==> src/rtl/fuse_issue_ctrl_pkg.sv <==
`default_nettype none
//------------------------------------------------------------------
// fuse_issue_ctrl_pkg : shared state encoding and width helper
// Rev 1.0
//------------------------------------------------------------------
package fuse_issue_ctrl_pkg;

  typedef enum logic [1:0] {
    FIC_RUN    = 2'd0,
    FIC_FLUSH  = 2'd1,
    FIC_RESUME = 2'd2
  } fic_state_e;

  // Bits needed to hold a credit count in the range 0..credits inclusive.
  function automatic int credit_width(input int credits);
    return $clog2(credits + 1);
  endfunction

endpackage
`default_nettype wire

==> src/rtl/fuse_issue_ctrl_popcount_n.sv <==
`default_nettype none
//------------------------------------------------------------------
// popcount_n : parameterised N-bit population count
// Rev 1.0
//------------------------------------------------------------------
module popcount_n #(
  parameter int N = 4,
  parameter int W = $clog2(N + 1)
) (
  input  logic [N-1:0] i_bits,
  output logic [W-1:0] o_count
);

  always_comb begin
    o_count = '0;
    for (int i = 0; i < N; i++) begin
      o_count = o_count + W'(i_bits[i]);
    end
  end

endmodule
`default_nettype wire

==> src/rtl/fuse_issue_ctrl.sv <==
`default_nettype none
//------------------------------------------------------------------
// fuse_issue_ctrl : credit flow and flush sequencer, fuse -> rename
// Rev 1.0
//------------------------------------------------------------------
module fuse_issue_ctrl
  import fuse_issue_ctrl_pkg::*;
#(
  parameter int NUM_UOPS_OUT = 4,
  parameter int CREDITS      = 16,
  parameter int FLUSH_CYCLES = 2
) (
  input  logic                             clk,
  input  logic                             rst,
  input  logic                             IN_mispredict,
  input  logic                             IN_fuseFull,
  input  logic [NUM_UOPS_OUT-1:0]          IN_fuseOutValid,
  input  logic [credit_width(CREDITS)-1:0] IN_creditRet,
  output logic                             OUT_fuseOutEn,
  output logic                             OUT_fuseMispredict,
  output logic                             OUT_decStall,
  output logic [credit_width(CREDITS)-1:0] OUT_credits,
  output logic [31:0]                      OUT_stallCnt
);

  localparam int c_cw = credit_width(CREDITS);
  localparam int c_sw = c_cw + 2;
  localparam int c_pw = $clog2(NUM_UOPS_OUT + 1);
  localparam int c_fw = $clog2(FLUSH_CYCLES + 1);
  localparam logic [c_fw-1:0] c_flush_reload = c_fw'(FLUSH_CYCLES - 1);
  localparam logic [c_cw-1:0] c_credits_max  = c_cw'(CREDITS);
  localparam logic [c_cw-1:0] c_slot_cost    = c_cw'(NUM_UOPS_OUT);

  fic_state_e       r_state, w_state_nxt;
  logic [c_fw-1:0]  r_flush_cnt, w_flush_cnt_nxt;
  logic [c_cw-1:0]  r_credits, w_credits_nxt;
  logic             r_pending;
  logic [31:0]      r_stall_cnt;
  logic [c_pw-1:0]  w_valid_cnt;
  logic [c_sw-1:0]  w_debit, w_refund, w_sum;

  popcount_n #(.N(NUM_UOPS_OUT), .W(c_pw)) u_popcount (
    .i_bits  (IN_fuseOutValid),
    .o_count (w_valid_cnt)
  );

  assign OUT_fuseOutEn      = (r_state == FIC_RUN) && !IN_mispredict && (r_credits >= c_slot_cost);
  assign OUT_fuseMispredict = IN_mispredict || (r_state == FIC_FLUSH);
  assign OUT_decStall       = IN_fuseFull || (r_state != FIC_RUN) || IN_mispredict;
  assign OUT_credits        = r_credits;
  assign OUT_stallCnt       = r_stall_cnt;

  always_comb begin
    // Slots reserved last cycle but left empty by the fuse come back here.
    w_debit  = OUT_fuseOutEn ? c_sw'(NUM_UOPS_OUT) : '0;
    w_refund = r_pending ? (c_sw'(NUM_UOPS_OUT) - c_sw'(w_valid_cnt)) : '0;
    w_sum    = c_sw'(r_credits) - w_debit + w_refund + c_sw'(IN_creditRet);

    w_state_nxt     = r_state;
    w_flush_cnt_nxt = r_flush_cnt;
    w_credits_nxt   = r_credits;

    if (IN_mispredict) begin
      w_state_nxt     = FIC_FLUSH;
      w_flush_cnt_nxt = c_flush_reload;
    end else begin
      case (r_state)
        FIC_RUN: begin
          w_credits_nxt = (w_sum > c_sw'(CREDITS)) ? c_credits_max : w_sum[c_cw-1:0];
        end
        FIC_FLUSH: begin
          if (r_flush_cnt == '0) begin
            w_state_nxt = FIC_RESUME;
          end else begin
            w_flush_cnt_nxt = r_flush_cnt - c_fw'(1);
          end
        end
        FIC_RESUME: begin
          w_credits_nxt = c_credits_max;
          w_state_nxt   = FIC_RUN;
        end
        default: begin
          w_state_nxt = FIC_RUN;
        end
      endcase
    end
  end

  always_ff @(posedge clk or negedge rst) begin
    if (!rst) begin
      r_state     <= FIC_RUN;
      r_flush_cnt <= '0;
      r_credits   <= c_credits_max;
      r_pending   <= 1'b0;
      r_stall_cnt <= '0;
    end else begin
      r_state     <= w_state_nxt;
      r_flush_cnt <= w_flush_cnt_nxt;
      r_credits   <= w_credits_nxt;
      // outEn is never high outside RUN or with a mispredict, so this also clears pending.
      r_pending   <= OUT_fuseOutEn;
      if (OUT_decStall) begin
        r_stall_cnt <= r_stall_cnt + 32'd1;
      end
    end
  end

  a_credits_bounded: assert property (@(posedge clk) disable iff (!rst)
    r_credits <= c_credits_max);
  a_no_underflow: assert property (@(posedge clk) disable iff (!rst)
    OUT_fuseOutEn |-> (r_credits >= c_slot_cost));
  a_pending_in_run: assert property (@(posedge clk) disable iff (!rst)
    r_pending |-> (r_state == FIC_RUN));

endmodule
`default_nettype wire

==> config.mk <==
export PLATFORM = sky130hd
export DESIGN_NAME = fuse_issue_ctrl
export DESIGN_NICKNAME = d
export VERILOG_FILES = /design/src/rtl/fuse_issue_ctrl_pkg.sv /design/src/rtl/fuse_issue_ctrl_popcount_n.sv /design/src/rtl/fuse_issue_ctrl.sv
export SDC_FILE = /design/constraint.sdc
export NUM_CORES = 1
export LEC_CHECK = 0
export ABC_AREA = 0
export BUFFER_PORTS_ARGS = -buffer_cell sky130_fd_sc_hd__clkbuf_2
export CAP_MARGIN = 15
export CELL_PAD_IN_SITES_DETAIL_PLACEMENT = 1
export CELL_PAD_IN_SITES_GLOBAL_PLACEMENT = 1
export CORE_MARGIN = 2
export CORE_UTILIZATION = 47
export CTS_BUF_LIST = sky130_fd_sc_hd__clkbuf_4 sky130_fd_sc_hd__clkbuf_8
export DETAILED_ROUTE_END_ITERATION = 16
export GPL_TIMING_DRIVEN = 0
export PLACE_DENSITY = 0.88
export SYNTH_ARGS = -nofsm -noshare
export SYNTH_HDL_FRONTEND = slang
export SYNTH_SLANG_ARGS = --single-unit
==> constraint.sdc <==
create_clock -name clk -period 8 [get_ports clk]
set_input_delay 0.8 -clock clk [delete_from_list [all_inputs] [get_ports clk]]
set_output_delay 0.8 -clock clk [all_outputs]
set_load 0.005 [all_outputs]
# Word-level counts from Yosys, hierarchy flattened
# Cells that the tools add are included.
# totals
register_bits	42
wordCells	46
out_inout_bits	40
in_bits	13
# classes
n_mux	10
eq_ne	5
magnitude_cmp	2
bitwise	1
add_sub_neg	9
n_reduce_logical	14
# op_table
cell	n
$add 32x1->32 const B	1
$mux 2	5
$pmux 5 s2	1
$add 7x5->7	1
$add 7x7->7	1
$gt 7x5->1 const B	1
$mux 7	1
$add 3x1->3	2
$reduce_and 2->1	3
$reduce_bool 2->1	3
$sub 5x3->6	1
$ge 5x3->1 const B	1
$mux 5	1
$logic_not 2->1	2
$ne 2x2->1 const B	2
$pmux 2 s2	1
$sub 3x3->4 const A	1
$logic_or 1x1->1	3
$mux 3	1
$ne 3x2->1 const B	1
$add 1x1->2	1
$eq 2x1->1 const B	1
$eq 2x2->1 const B	1
$logic_and 1x1->1	2
3 further kinds	3

# Depth between registers and ports, before layout
# Gate-level depths: netlist of run 1.
# logic_depth
ltp_word	10
ltp_mapped	17
depth_no_buf	17

# Cells and area by module
# Synthesis of run 1 repeated with hierarchy kept, for this count alone.
# unflattened
hier_cells	230
area_unflattened_um2	2506.2
# modules_own_cells
mod	area_per_inst_um2	n_inst	seq_area_each_um2	cells_per_inst
fuse_issue_ctrl	2442.3	1	1052.3	222
popcount_n	63.8	1	0.0	8

# Least setup slack after synthesis of run 1
# No wires, ideal clock.
# synth_timing
path_kind	input-to-reg
startpoint	input port IN_fuseOutValid[0]
endpoint	register r_credits[3], in the netlist OUT_credits[3]
setup_ns	0.122
t_arrival_ns	3.992
path_buffers	0
required_time_ns	7.878
path_slack_ns	3.887
stages	17
path_cell_list	ha_1 inv_1 fa_1 inv_1 ha_1 inv_1 ha_1 and2_1 fa_1 ha_1 inv_1 fa_1 nand2b_1 a21oi_1 xnor2_1 and4_1 a32o_1
# synth_between
elab_chain_len	10
# synth_rtl
item	line_no	source
start: declaration	fuse_issue_ctrl.sv:17	input logic [NUM_UOPS_OUT-1:0] IN_fuseOutValid,
$add 1x1->2 *	fuse_issue_ctrl_popcount_n.sv:17	o_count = o_count + W'(i_bits[i]);
$add 3x1->3 * (2 in a row)	fuse_issue_ctrl_popcount_n.sv:17	
$sub 3x3->4 *	fuse_issue_ctrl.sv:56	w_refund = r_pending ? (c_sw'(NUM_UOPS_OUT) - c_sw'(w_valid_cnt)) : '0;
$mux 7 *	fuse_issue_ctrl.sv:56	
$add 7x7->7 *	fuse_issue_ctrl.sv:57	w_sum = c_sw'(r_credits) - w_debit + w_refund + c_sw'(IN_creditRet);
$add 7x5->7 *	fuse_issue_ctrl.sv:57	
$gt 7x5->1	fuse_issue_ctrl.sv:69	w_credits_nxt = (w_sum > c_sw'(CREDITS)) ? c_credits_max : w_sum[c_cw-1:0];
$mux 5 *	fuse_issue_ctrl.sv:69	
$pmux 5 s2 *	fuse_issue_ctrl.sv:67	case (r_state)
end signal: assignment	fuse_issue_ctrl.sv:93	r_credits <= c_credits_max;
end signal: assignment	fuse_issue_ctrl.sv:99	r_credits <= w_credits_nxt;
end: declaration	fuse_issue_ctrl.sv:36	logic [c_cw-1:0] r_credits, w_credits_nxt;
# Mark *: on every way between the ends. The rest lies on a longest branch, timed or not.
# A chain may end at the register's enable or synchronous reset.

# Worst setup path in the final report of run 1
# layout_timing
startpoint	input port IN_mispredict
endpoint	register r_credits[3], in the netlist OUT_credits[3]
# layout_between
elab_chain_len	10
elab_cells_between_ends	12
cone_classes	add/sub: 3; order compare: 1; mux: 3; bitwise: 1; reduce/logical: 4
# layout_rtl
item	line_no	source
start: declaration	fuse_issue_ctrl.sv:15	input logic IN_mispredict,
$logic_not 1->1	fuse_issue_ctrl.sv:47	assign OUT_fuseOutEn = (r_state == FIC_RUN) && !IN_mispredict && (r_credits >= c_slot_cost);
$logic_and 1x1->1 (2 in a row)	fuse_issue_ctrl.sv:47	
$mux 3	fuse_issue_ctrl.sv:55	w_debit = OUT_fuseOutEn ? c_sw'(NUM_UOPS_OUT) : '0;
$sub 5x3->6	fuse_issue_ctrl.sv:57	
$add 7x7->7	fuse_issue_ctrl.sv:57	
$add 7x5->7	fuse_issue_ctrl.sv:57	
$gt 7x5->1	fuse_issue_ctrl.sv:69	
$mux 5	fuse_issue_ctrl.sv:69	
$pmux 5 s2	fuse_issue_ctrl.sv:67	
# Parallel ways exist; a longest one is shown, timed or not.

==> impl_summary.txt, run 1 <==
----------------------------------------------------
[STA]
  Number of failing setup endpoints in the final timing report ... 0
  Worst Tran Pin Value ... 1.041 ns
  Final Hold Fails ... 0
  Setup repair after global routing missed its margin ... no
  Remaining max-slew budget at the tightest pin ... 0.3063
  Hold_ws ... 0.4700 ns
  Total Neg Setup Slack ... 0 ns
  Clock period minus final worst setup slack ... 4.280 ns
  Max-slew violation count ... 0
  Post-route clock skew ... 0.008533 ns
  FMAX ... 233.7 MHz
  Share of the clock period used by the worst path after layout ... 0.5350

[Setup path]
  Endpoint type of the worst setup path ... register
  CP Launch Type ... input port
  Startpoint of the worst-slack reg-to-reg timing path ... r_state[0]
  Worst setup path startpoint ... IN_mispredict
  Depth of the most critical reg-to-reg path ... 13
  Reg-to-Reg End ... OUT_credits[3]
  Register-to-register path setup slack ... 4.00 ns
  Arrival time of data at the critical path endpoint ... 4.51 ns
  Critical path class ... in -> reg
  CP Max Fanout ... 8
  Worst Path Required ... 8.23 ns

[Pwr]
  Relative contribution of the clock network to total power ... 0.224
  Switching power share of the total ... 0.3568
  Power Dens Cells ... 262.1 nW/um^2
  Pint ... 472.4 uW
  Reg power frac ... 0.405
  Maximum vdd drop ... ~0.18 mV
  Power share of the combinational group ... 0.372
  Switching pwr ... 262.1 uW
  Leakage ... roughly 1.5 nW

[Die]
  Width of the die ... 74.71 microns
  Number of I/O pins ... 53
  Count of standard-cell rows ... 25
  Die Outline Area ... between 5000 and 6000 sq um
  Initial core utilization ... 0.4910
  Chip Height ... 74.71 microns
  Core Footprint ... around 4800 sq um

[Final layout]
  Ant diodes ... 0
  Fraction of layout cells with a size suffix above 1 ... 0.2527
  Final Net Count ... 309
  Relative area change from synthesis to final layout ... 19.28%
  Final Core Density ... 0.5856
  Highest-count cells in the layout ignoring fill and taps ... clkbuf_2 (52), dfrtp_1 (41), xnor2_1 (24)
  Most common library cell in the layout ignoring fill and taps ... clkbuf_2

[Min path]
  Beginning of the worst hold path ... OUT_stallCnt[31]
  Worst hold path stage count ... 1
  Path category of the worst min-delay check ... reg -> reg
  Worst Hold Endpoint ... OUT_stallCnt[31]

[Global route]
  Antenna violations before repair ... 0
  Wire length of the first global-routing pass ... 8197 microns
  Pin count of the biggest net entering global routing ... 43
  Remaining global-route overflow ... 0
  Global-route usage over all layers ... 0.1955
  Via count of the first global-routing pass ... 1,738

[Logic synthesis]
  Mapped Cells ... roughly 220
  Number of enable flip-flop cells after synthesis ... 0
  Number of distinct library cells after synthesis ... 37
  Number of warnings printed during yosys synthesis ... 0
  Combinational family with the most area after synthesis ... simple AND/OR/NAND/NOR gates
  Synthesized area ... between 2000 and 2500 sq um
  Number of synthesized register bits ... 42
  Post-synthesis compound-gate area fraction ... 0.05591
  Adder and majority cell fraction of the synthesized area ... 0.1289
  Post-synthesis cell type with the largest combined area ... dfrtp_1
  Dominant cells by area after synthesis ... dfrtp_1 (44%), xnor2_1 (8.9%), ha_1 (6.9%)
  Parity-gate share of the synthesized area counting xor and xnor cells ... 0.1342
  Mean instance size in the synthesized netlist ... 10.83 sq um
  Post-synth ARST share ... 1.000
  Share of the synthesized area in the top cell type ... 0.4366
  Post-synthesis sequential area ratio ... 0.4478
  Synthesized Nets ... 250
  Share of synthesized cell area in and, or, nand and nor gates ... 0.1837
  Leading register cell type out of synthesis ... dfrtp_1
  Mux cell area share after synthesis ... 0

[Clocking]
  Num CTS Buffers ... 5
  Post-CTS Setup Inserts ... 0
  CTS H-tree lvls ... 2
  TritonCTS clock tree ... done
  Source-to-sink clock delay at the later pin of the worst-skew pair ... 0.29 ns
  Clock slew at the register clock pins of the worst setup and hold paths ... 0.08 ns
  Root buffer selected by CTS ... clkbuf_8
  Clock Path Buffers ... 2
  Post-CTS resize count ... 0
  Total of hold buffers inserted after clock tree synthesis ... 0
  Clock sink total ... 42

[Outcome]
  Status ... completed

[Route]
  Routed wirelength normalized by instance count ... 14.51 microns
  Count of vias placed by the detailed router ... 1,762
  Number of nets with antenna violations after detailed routing ... 0
  Final Routed Wirelength ... 4991 microns
  Initial drt markers ... 31
  Post-route DRC ... 0
  Vias per std cell ... 5.122
  DRT Pass-1 Iters ... 4

[Placed design]
  Input/output buffers ... 52
  Weighted congestion reported at the end of routability-driven placement ... 0.7680
  Detail Placement HPWL ... 3893 microns

[Job]
  Maximum Capacitance Violations ... 0

----------------------------------------------------
stage by stage:
stage	setup slack, ns	total power [mW]	area [sq um]	instances
after CTS	3.681	0.7466	2803	344
after detailed placement	3.364	0.5765	2694	336
after global routing	3.455	0.7961	2803	344
after global placement	3.491	0.5572	2694	336
after floorplan	3.887	0.4812	2350	217
final	3.720	0.7345	2803	344
synth_stat cells (all sizes together) (2+ instances only):
master and number:
ha 13, a22o 3, nand2 15, nor3 6
nand3 10, nor2 13, nand2b 5, nand4 5
fa 7, inv 24, xor2 12, xnor2 24
dfrtp 41, a21oi 3, and4 3, a211oi 2
nor2b 2, buf 2, and2 2, and3 11
sequential cells by signal, indices dropped and copies added (netlist names):
signal / cells
OUT_stallCnt: 32
OUT_credits: 5
r_flush_cnt: 2
r_state: 2
r_pending: 1
worst max-delay path, cell delays in order:
cell and delay [ns]:
clkbuf_2 0.16, or2_1 0.25, clkbuf_1 0.21, a311oi_1 0.47, ha_1 0.26, ha_1 0.16
xor2_1 0.21, fa_1 0.45, ha_1 0.35, o21ai_1 0.10, or4b_1 0.46, o2111ai_1 0.10
and4_1 0.33, a32o_1 0.19
cell type report:
cell class	instances	area, sq um
tap	67	83.83
sequential	42	1052
multi-input combinational	148	1181
timing repair buffer	52	260.3
fill	561	1983
clock inverter	3	40.04
buffer	3	26.28
clock buffer	5	68.82
inverter	24	90.09
logic make-up after synthesis:
kind of cell | Yosys count
flops | 42
buf+inv | 27
compound gates | 15
fa+ha+maj | 20
xor+xnor | 36
simple gates | 77
power groups by stage:
stage          registers (mW)  logic [mW]  clock network [mW]
2_1_floorplan           0.295       0.186                   0
3_3_place_gp            0.299       0.258                   0
3_5_place_dp            0.301       0.275                   0
4_1_cts                 0.298       0.279               0.170
5_1_grt                 0.304       0.315               0.177
6_report                0.297       0.273               0.164
routing by layer:
metal | routed length (microns) | part of all wire | track usage
met1 | 2132 | 0.43 | 0.2459
met2 | 2641 | 0.53 | 0.3471
met3 | 182 | 0.036 | 0.03882
met4 | 34 | 0.0068 | 0.04762
met5 | 0 | 0 | 0
how the worst max path moves through the flow:
stage / end / slack (ns) / cells after the start
final: OUT_credits[3] / 3.72 / 14
after global routing: OUT_credits[3] / 3.46 / 14
after CTS: OUT_credits[3] / 3.68 / 14
after detailed placement: OUT_credits[3] / 3.36 / 14
after global placement: OUT_credits[3] / 3.49 / 14
after floorplan: OUT_credits[3] / 3.89 / 17
(Power assumes the default switching activity.)
==> inputs of run 2 (changes only) <==
Settings changed: ABC_AREA 0 to 1, CORE_UTILIZATION 47 to 38, PLACE_DENSITY 0.88 to 0.79.
Clock period 8 ns to 3.7 ns, I/O delays scaled along.
==> impl_summary.txt, run 2 <==
----------------------------------------------------
[Outcome]
  Status ... completed

[Pwr]
  Switching pwr ... 718.8 uW
  Power share of the combinational group ... 0.389
  Maximum vdd drop ... roughly 0.35 mV
  Reg power frac ... 0.359
  Pint ... ~1.1 mW
  Relative contribution of the clock network to total power ... 0.252
  Switching power share of the total ... 0.3986
  Leakage ... 1.921 nW
  Power Dens Cells ... 493.6 nW/um^2

[Final layout]
  Most common library cell in the layout ignoring fill and taps ... nand2_1
  Final Net Count ... 534
  Highest-count cells in the layout ignoring fill and taps ... nand2_1 (190), nor2_1 (52), clkbuf_2 (52)
  Ant diodes ... 0
  Final Core Density ... 0.4679
  Flip-flop count of the largest register, all copies and words added ... 32
  Relative area change from synthesis to final layout ... 18.08%
  Fraction of layout cells with a size suffix above 1 ... 0.1912
  Filler cell count ... 1,062

[Global route]
  Met3 track demand over resource in global routing ... 0.03050
  Global-route usage over all layers ... 0.2140
  Via count of the first global-routing pass ... 3,129
  Pin count of the biggest net entering global routing ... 43
  Met1 capacity usage during global routing ... 0.2696
  Layer with the highest usage ... met2
  Wire length of the first global-routing pass ... 14,900 microns
  Antenna violations before repair ... 0
  Remaining global-route overflow ... 0
  Global-route met2 utilization ... 0.3845

[Placed design]
  Weighted congestion reported at the end of routability-driven placement ... 0.8348
  Input/output buffers ... 52
  Detail Placement HPWL ... 6877 microns

[Clocking]
  Clock sink total ... 42
  TritonCTS clock tree ... done
  Num CTS Buffers ... 5
  Root buffer selected by CTS ... clkbuf_8
  Total of hold buffers inserted after clock tree synthesis ... 0
  CTS H-tree lvls ... 2
  Clock slew at the register clock pins of the worst setup and hold paths ... 0.09 ns
  Clock Path Buffers ... 2
  Source-to-sink clock delay at the later pin of the worst-skew pair ... 0.31 ns

[Die]
  Initial core utilization ... 0.3963
  Width of the die ... 94.24 microns
  Number of I/O pins ... 53
  Die Outline Area ... 8880 sq um
  Core Footprint ... 7807 sq um
  Count of standard-cell rows ... 32
  Chip Height ... about 94 microns

[Logic synthesis]
  Post-synthesis cell type with the largest combined area ... dfrtp_1
  Number of distinct library cells after synthesis ... 27
  Dominant cells by area after synthesis ... dfrtp_1 (33%), nand2_1 (23%), nor2_1 (6.4%)
  Post-synth ARST share ... 1.000
  Mapped Cells ... 441
  Leading register cell type out of synthesis ... dfrtp_1
  Synthesized area ... 3094 sq um
  Synthesized Nets ... between 400 and 500
  Mean instance size in the synthesized netlist ... about 7 sq um
  Number of enable flip-flop cells after synthesis ... 0
  Share of the synthesized area in the top cell type ... 0.3316
  Post-synthesis sequential area ratio ... 0.3401
  Number of synthesized register bits ... 42
  Number of warnings printed during yosys synthesis ... 0
  Most repeated cell in the gate-level netlist after synthesis ... nand2_1
  Most used standard cells in the synthesized netlist ... nand2_1 (190), nor2_1 (53), inv_1 (49), dfrtp_1 (41), nand3b_1 (16)

[Setup path]
  Arrival time of data at the critical path endpoint ... 3.70 ns
  Longest individual stage delay on the worst path ... 0.49 ns
  Ordered cell list for the critical path ... clkbuf_2 > ha_1 > inv_1 > fa_1 > inv_1 > ha_1 > inv_1 > ha_1 > nand2_1 > inv_1 > fa_1 > ha_2 > inv_1 > fa_1 > nand3b_1 > nand3_2 > inv_1 > nor2_2 > nand2_1 > o21ai_0
  Register-to-register path setup slack ... 0.39 ns
  Cell with the most instances on the worst path ... inv_1
  Endpoint type of the worst setup path ... register
  Depth of the most critical reg-to-reg path ... 17
  CP Max Fanout ... 3
  Buffering stage count on the worst path with inverters included ... 7
  Largest delay contributor family on the critical path ... adder cells
  Critical path class ... in -> reg
  CP Launch Type ... input port
  Slowest cell on crit path ... fa_1
  Worst setup path startpoint ... IN_fuseOutValid[0]
  Reg-to-Reg End ... OUT_credits[2]
  Worst Path Required ... between 3 and 4 ns
  Startpoint of the worst-slack reg-to-reg timing path ... r_state[0]

[STA]
  Setup repair after global routing missed its margin ... no
  FMAX ... ~290 MHz
  Number of failing setup endpoints in the final timing report ... 0
  Share of the clock period used by the worst path after layout ... 0.9364
  Hold_ws ... 0.01362 ns
  Post-route clock skew ... 0.009597 ns
  Max-slew violation count ... 0
  Clock period minus final worst setup slack ... about 3.5 ns
  Remaining max-slew budget at the tightest pin ... 0.6675
  Final Hold Fails ... 0
  Worst Tran Pin Value ... 0.4987 ns

[Route]
  DRT Pass-1 Iters ... 4
  Routed wirelength normalized by instance count ... 14.20 microns
  Vias per std cell ... 4.854
  Initial drt markers ... 71
  Final Routed Wirelength ... ~8600 microns
  Number of nets with antenna violations after detailed routing ... 0
  Count of vias placed by the detailed router ... a little under 3,000
  Post-route DRC ... 0

[Min path]
  Path category of the worst min-delay check ... in -> async

[Job]
  Maximum Capacitance Violations ... 0

----------------------------------------------------
-- run 2: changes by cell type after synthesis, moves of 5 or more --
cell      before  now
nor2_4         0    6
nand3b_1       0   16
o21ai_0        0    5
nand2_1       15  190
and3_1         9    0
nand2b_1       5    0
nor2_1        13   53
xnor2_1       24    4
inv_1         23   49
-- run 2: worst max path at each step --
stage                           to  cells after the start
floorplan           OUT_credits[1]                     19
global placement    OUT_credits[2]                     20
detailed placement  OUT_credits[1]                     20
CTS                 OUT_credits[1]                     20
global route        OUT_credits[1]                     20
finish              OUT_credits[2]                     20
-- run 2: cells by family after synthesis --
group	Yosys count	share of synthesized area
and+or+nand+nor	294	0.4201
buffers and inverters	56	0.07157
DFF	42	0.3401
adders and majority gates	20	0.09786
xor gates and xnor gates	16	0.04529
AOI/OAI and AO/OA	13	0.02507
-- run 2: timing repair --
item                                    4_1_cts  5_1_grt
setup buffers                                 0        0
gates resized for setup                       0        5
endpoints found under the setup margin        0        2
-- run 2: power groups by stage --
stage	clock network, mW	registers [mW]	logic (mW)
2_1_floorplan	0	0.640	0.455
3_3_place_gp	0	0.654	0.650
3_5_place_dp	0	0.660	0.689
4_1_cts	0.465	0.650	0.699
5_1_grt	0.483	0.669	0.803
6_report	0.454	0.648	0.702
-- run 2: through the flow --
stage	area (sq um)	setup WS, ns	instances	total power, mW	setup TNS [ns]
floorplan	3094	0.2964	441	1.095	0
global placement	3482	-0.01790	595	1.305	-0.02418
detailed placement	3482	-0.1995	595	1.349	-0.4982
CTS	3620	0.1030	603	1.814	0
global route	3654	0.01887	604	1.955	0
finish	3654	0.2354	604	1.803	0
-- run 2: metal layers --
layer / share of wire / vias to the layer above
li1: - / 1468
met2: 0.51 / 36
met1: 0.45 / 1420
met4: 0.011 / 0
met3: 0.033 / 8
met5: 0 / -
-- run 2: area by class of cell --
| class | instances | area, sq um | share of cell area |
|---|---|---|---|
| Clock buffer | 5 | 68.82 | 0.01884 |
| Inverter | 52 | 196.4 | 0.05377 |
| Tap cell | 102 | 127.6 | 0.03493 |
| Sequential cell | 42 | 1052 | 0.2880 |
| Buffer | 4 | 25.02 | 0.006849 |
| Timing Repair Buffer | 53 | 280.3 | 0.07671 |
| Clock inverter | 3 | 68.82 | 0.01884 |
| Multi-Input combinational cell | 343 | 1834 | 0.5021 |
